File: src/rtl/slot_sequencer.sv
// slot_sequencer: walks the slot table, dispatches VALID descriptors to the DMA engine and writes back status/profile
module slot_sequencer #(
    parameter int INDEX_WIDTH    = 2,
    parameter int SRC_ADDR_WIDTH = 32,
    parameter int SRC_SIZE_WIDTH = 26,
    parameter int DST_ADDR_WIDTH = 32,
    parameter int DST_SIZE_WIDTH = 26,
    parameter int STATUS_WIDTH   = 2,
    parameter int PROFILE_WIDTH  = 32
) (
    input  logic                      clk,
    input  logic                      reset,
    input  logic                      start,
    input  logic                      abort,
    output logic                      busy,
    output logic                      seq_done,
    output logic                      seq_aborted,
    output logic                      err_sticky,
    output logic [INDEX_WIDTH-1:0]    rd_index,
    input  logic [SRC_ADDR_WIDTH-1:0] rd_src_addr,
    input  logic [SRC_SIZE_WIDTH-1:0] rd_src_size,
    input  logic [DST_ADDR_WIDTH-1:0] rd_des_addr,
    input  logic [DST_SIZE_WIDTH-1:0] rd_des_size,
    input  logic [STATUS_WIDTH-1:0]   rd_status,
    output logic [INDEX_WIDTH-1:0]    wr_index,
    output logic [STATUS_WIDTH-1:0]   wr_status,
    output logic [PROFILE_WIDTH-1:0]  wr_profile,
    output logic                      set_status,
    output logic                      set_profile,
    output logic                      cmd_valid,
    input  logic                      cmd_ready,
    output logic [SRC_ADDR_WIDTH-1:0] cmd_src_addr,
    output logic [SRC_SIZE_WIDTH-1:0] cmd_src_size,
    output logic [DST_ADDR_WIDTH-1:0] cmd_des_addr,
    output logic [DST_SIZE_WIDTH-1:0] cmd_des_size,
    input  logic                      dma_done,
    input  logic                      dma_err
);
    localparam logic [STATUS_WIDTH-1:0] ST_EMPTY   = STATUS_WIDTH'(0);
    localparam logic [STATUS_WIDTH-1:0] ST_VALID   = STATUS_WIDTH'(1);
    localparam logic [STATUS_WIDTH-1:0] ST_RUNNING = STATUS_WIDTH'(2);
    localparam logic [STATUS_WIDTH-1:0] ST_DONE    = STATUS_WIDTH'(3);

    typedef enum logic [2:0] {S_IDLE, S_READ, S_ISSUE, S_WAIT, S_WRBACK, S_NEXT, S_FINISH} state_t;

    state_t                   state;
    logic [INDEX_WIDTH-1:0]   idx;
    logic [PROFILE_WIDTH-1:0] count;
    logic [PROFILE_WIDTH-1:0] count_inc;
    logic                     abort_flag;
    logic                     cmd_fire;
    logic                     wb;
    logic                     stop;

    assign rd_index  = idx;
    assign count_inc = &count ? count : count + 1'b1;
    assign cmd_fire  = (state == S_ISSUE) && cmd_ready;
    // a completion in the handshake cycle counts as zero elapsed cycles
    assign wb        = (cmd_fire || state == S_WAIT) && (dma_done || dma_err);
    assign stop      = abort_flag || abort;

    // sequencer FSM with all outputs registered
    always_ff @(posedge clk or negedge reset) begin
        if (!reset) begin
            state        <= S_IDLE;
            idx          <= '0;
            count        <= '0;
            abort_flag   <= 1'b0;
            busy         <= 1'b0;
            seq_done     <= 1'b0;
            seq_aborted  <= 1'b0;
            err_sticky   <= 1'b0;
            wr_index     <= '0;
            wr_status    <= '0;
            wr_profile   <= '0;
            set_status   <= 1'b0;
            set_profile  <= 1'b0;
            cmd_valid    <= 1'b0;
            cmd_src_addr <= '0;
            cmd_src_size <= '0;
            cmd_des_addr <= '0;
            cmd_des_size <= '0;
        end else begin
            set_status  <= 1'b0;
            set_profile <= 1'b0;
            seq_done    <= 1'b0;
            seq_aborted <= 1'b0;
            if (abort && state != S_IDLE && state != S_FINISH) abort_flag <= 1'b1;
            if (wb) begin
                set_status  <= 1'b1;
                set_profile <= 1'b1;
                wr_index    <= idx;
                wr_status   <= dma_err ? ST_EMPTY : ST_DONE;
                wr_profile  <= cmd_fire ? '0 : count_inc;
                err_sticky  <= err_sticky || dma_err;
            end
            case (state)
                S_IDLE: if (start) begin
                    err_sticky <= 1'b0;
                    idx        <= '0;
                    busy       <= 1'b1;
                    state      <= S_READ;
                end
                S_READ: if (rd_status == ST_VALID) begin
                    cmd_src_addr <= rd_src_addr;
                    cmd_src_size <= rd_src_size;
                    cmd_des_addr <= rd_des_addr;
                    cmd_des_size <= rd_des_size;
                    cmd_valid    <= 1'b1;
                    set_status   <= 1'b1;
                    wr_index     <= idx;
                    wr_status    <= ST_RUNNING;
                    state        <= S_ISSUE;
                end else begin
                    state <= S_NEXT;
                end
                S_ISSUE: if (cmd_ready) begin
                    cmd_valid <= 1'b0;
                    count     <= '0;
                    state     <= wb ? S_WRBACK : S_WAIT;
                end
                S_WAIT: begin
                    count <= count_inc;
                    if (wb) state <= S_WRBACK;
                end
                S_WRBACK: state <= S_NEXT;
                S_NEXT: if (stop || &idx) begin
                    seq_done    <= 1'b1;
                    seq_aborted <= stop;
                    state       <= S_FINISH;
                end else begin
                    idx   <= idx + 1'b1;
                    state <= S_READ;
                end
                S_FINISH: begin
                    abort_flag <= 1'b0;
                    busy       <= 1'b0;
                    state      <= S_IDLE;
                end
                default: state <= S_IDLE;
            endcase
        end
    end
endmodule
File: config.mk
export PLATFORM = sky130hd
export DESIGN_NAME = slot_sequencer
export DESIGN_NICKNAME = d
export VERILOG_FILES = /design/src/rtl/slot_sequencer.sv
export SDC_FILE = /design/constraint.sdc
export NUM_CORES = 1
export LEC_CHECK = 0
export ABC_CLOCK_PERIOD_IN_PS = 3860
export CORE_ASPECT_RATIO = 0.6
export CORE_UTILIZATION = 35
export CTS_CLUSTER_SIZE = 24
export DETAILED_ROUTE_END_ITERATION = 12
export GPL_ROUTABILITY_DRIVEN = 0
export HOLD_SLACK_MARGIN = 0.1
export SLEW_MARGIN = 20
export SYNTH_ARGS = -nofsm -noshare
export SYNTH_HDL_FRONTEND = slang
export SYNTH_SLANG_ARGS = --single-unit
File: constraint.sdc
create_clock -name clk -period 3.86 [get_ports clk]
set_clock_uncertainty 0.15 [all_clocks]
set_input_delay 0.579 -clock clk [delete_from_list [all_inputs] [get_ports clk]]
set_output_delay 0.579 -clock clk [all_outputs]
set_load 0.02 [all_outputs]
==> summary.txt <==
final WL: 24.6 mm
r2r startpoint: state[0]$_DFFE_PN0P_
cts repair resizes: 0
critical path cell sequence: buf_4 > inv_1 > buf_4 > a211o_2 > inv_1 > nand2_1 > or4_1 > nand3_1
vias per std cell: 5.16
fin nets: 1124
Synthesis Warnings: 0
DRT met1 WL: 11.8 mm
Worst Hold Depth: 2
Critical-path top delay cell: or4_1
layout cell share with drive strength beyond 1: 0.184
met3 WL post-DR: 2.11 mm
Tot GR Track Use: 0.195
asr flop ratio synth: 1.00
Max IR drop VDD: 0.000329 V
Reg area: 4930 µm²
TritonCTS Buffers: 17
DRC viols: 0
largest net degree at the start of global routing: 89
clock transition at the registers of the reported paths: 0.07 ns
CTS tree: built
Worst Hold Path EP: wr_profile[29]$_DFFE_PN0P_
Fillers: 2199
Worst Reg-to-Reg Cells: 8
area grow syn2layout: 44.4%
FF+latch count, synth: 197
reg2reg end: wr_profile[23]$_DFFE_PN0P_
max_cap viols: 0
First-pass DRT Iterations: 5
Mapped Area: 8660 µm²
sequential area share after synthesis: 0.569
starting density of the core: 0.357
Multi-input gate area: 3480 µm²
Mapped Cells: 722
critical path class: reg2reg
crit path time final: 2.94 ns
Startpoint Class: register
clock root buffer: clkbuf_16
Area contributors post-synth: dfrtp_1, mux2_2, a31oi_1
Synth top area share: 0.569
crit path buf inv count: 4
initial antenna violation count: 0
setup violators final: 0
Synthesized Nets: 849
IO Count: 286
syn_area_per_cell: 12.0 µm²
Reg2Reg Setup Slack: 0.92 ns
Port-buffer cells: 285
row count: 44
hold buffers post-CTS: 1
chip height: 124 µm
Die ar.: 25400 µm²
Iter 0 DRT Violations: 437
clock sinks: 197
Die X: 205 µm
crit-path max cell delay: 0.63 ns
clk_lat worst skew: 0.44 ns
Setup Fix Bufs, Post-CTS: 0
Post-DP HPWL: 17.6 mm
crit path max fanout: 26
max-slew violation count: 0
period utilization: 0.761
Final Hold Violating Endpoints: 0
Synth top cells by count: dfrtp_1, mux2_2, nand2_1
core area: 24200 µm²
Max transition margin: 0.358
H-tree levels: 4
WP data arrival: 3.16 ns
Clock Path Buffers: 2
pin slew with the least headroom to its limit: 0.958 ns
routed len/inst: 18.5 µm
diode count: 0
PwrDens: 797 nW/µm²
CP top delay family: simple AND/OR/NAND/NOR gates
CP Capture Type: register
WL met2: 10.5 mm
most frequent cell after synthesis: dfrtp_1
Top Metal Used: met4
setup tns final: 0 ns
number of global-route vias before repair: 6474
total power: 9970 µW
Cell variety after synth: 56
Max Fclk: 340 MHz
Remaining Overflow, GRT: 0
global-route wire length before repair: 37.7 mm
Routed Antenna Nets: 0
RSZ-0062 raised after global routing: no
Static Leak: 0.00520 µW
status: finished, final reports clean
overall via count from detail_route: 6868
number of synthesized flops with an enable pin: 0
ys flop type: dfrtp_1
WP data required: 4.08 ns
area leader, netlist: dfrtp_1
Hold Crit Class: reg2reg
hold_sp: wr_profile[29]$_DFFE_PN0P_
[how the worst max path moves through the flow]
| stage | cells after the start | end | start |
|---|---|---|---|
| floorplan | 7 | count[26]$_DFFE_PN0P_ | count[0]$_DFFE_PN0P_ |
| global placement | 7 | wr_profile[23]$_DFFE_PN0P_ | cmd_ready |
| finish | 8 | wr_profile[23]$_DFFE_PN0P_ | state[0]$_DFFE_PN0P_ |
| detailed placement | 7 | wr_profile[23]$_DFFE_PN0P_ | cmd_ready |
| CTS | 8 | wr_profile[23]$_DFFE_PN0P_ | state[0]$_DFFE_PN0P_ |
| global route | 7 | wr_profile[9]$_DFFE_PN0P_ | count[0]$_DFFE_PN0P_ |
[registers in the layout, summed over array words and instances, names as in the netlist, 2 cells and up]
signal        flops
wr_status         2
state             3
cmd_src_addr     32
cmd_src_size     26
cmd_des_size     26
rd_index          2
count            32
wr_index          2
cmd_des_addr     32
wr_profile       32
[cells in the final DEF (no fill, tap or decap), types with 6 or more instances in the layout]
| master | synthesis | routed |
|---|---|---|
| clkbuf_16 | 0 | 17 |
| dfrtp_1 | 197 | 197 |
| buf_4 | 3 | 15 |
| nand2b_1 | 8 | 8 |
| xnor2_1 | 16 | 16 |
| a31oi_1 | 35 | 35 |
| nor2_1 | 21 | 20 |
| o21ai_0 | 35 | 35 |
| inv_1 | 15 | 15 |
| nand2_1 | 47 | 47 |
| mux2_2 | 119 | 119 |
| nand3_1 | 29 | 29 |
| or3_1 | 6 | 6 |
| a21oi_1 | 27 | 26 |
| nand4_1 | 9 | 9 |
| and4_1 | 6 | 6 |
| and3_1 | 12 | 12 |
| o2111ai_1 | 8 | 8 |
| nor3_1 | 15 | 15 |
| clkdlybuf4s50_1 | 0 | 284 |
| o31ai_1 | 16 | 16 |
[report_power, final]
group          switching, µW  leakage [µW]  internal (µW)
clock                    815      0.000288           1050
sequential               606       0.00247           2960
combinational           2280       0.00244           2250
total                   3700       0.00520           6270
[metrics by stage]
stage          utilization  cells  worst slack (ns)  hold slack, ns  cell area (µm²)
2_1_floorplan            -    722              1.59           0.133             8660
3_3_place_gp         0.490   1299             0.777           0.317            11900
3_5_place_dp         0.490   1299             0.722           0.319            11900
4_1_cts              0.516   1332             0.974           0.336            12500
5_1_grt              0.516   1332             0.702           0.357            12500
6_report             0.516   1332             0.921           0.329            12500
[logic make-up after synthesis]
| family | share of synthesized area |
|---|---|
| buffers and inverters | 0.0292 |
| and+or+nand+nor | 0.109 |
| AOI/OAI and AO/OA | 0.115 |
| muxes | 0.157 |
| xor gates and xnor gates | 0.0172 |
| adders and majority gates | 0.00289 |
| DFF | 0.569 |
[routing by layer]
metal  GRT usage  up-vias
met2       0.272      263
met1       0.290     3401
met4      0.0505        0
met5           0        -
met3      0.0599       16
li1            -     3188
[worst reg2reg max path, cell delays in order (launching register included)]
cell and delay (ns):
dfrtp_1 0.32, buf_4 0.29, inv_1 0.07, buf_4 0.24, a211o_2 0.56, inv_1 0.14
nand2_1 0.37, or4_1 0.64, nand3_1 0.09
[cell type report]
class | instances | area share
Clock buffer | 20 | 0.0365
Sequential cell | 197 | 0.394
Multi-Input combinational cell | 463 | 0.279
Inverter | 15 | 0.00450
Tap cell | 322 | 0.0322
Clock inverter | 12 | 0.0122
Timing Repair Buffer | 303 | 0.242
Note: power is estimated with default switching activity, not from simulation.
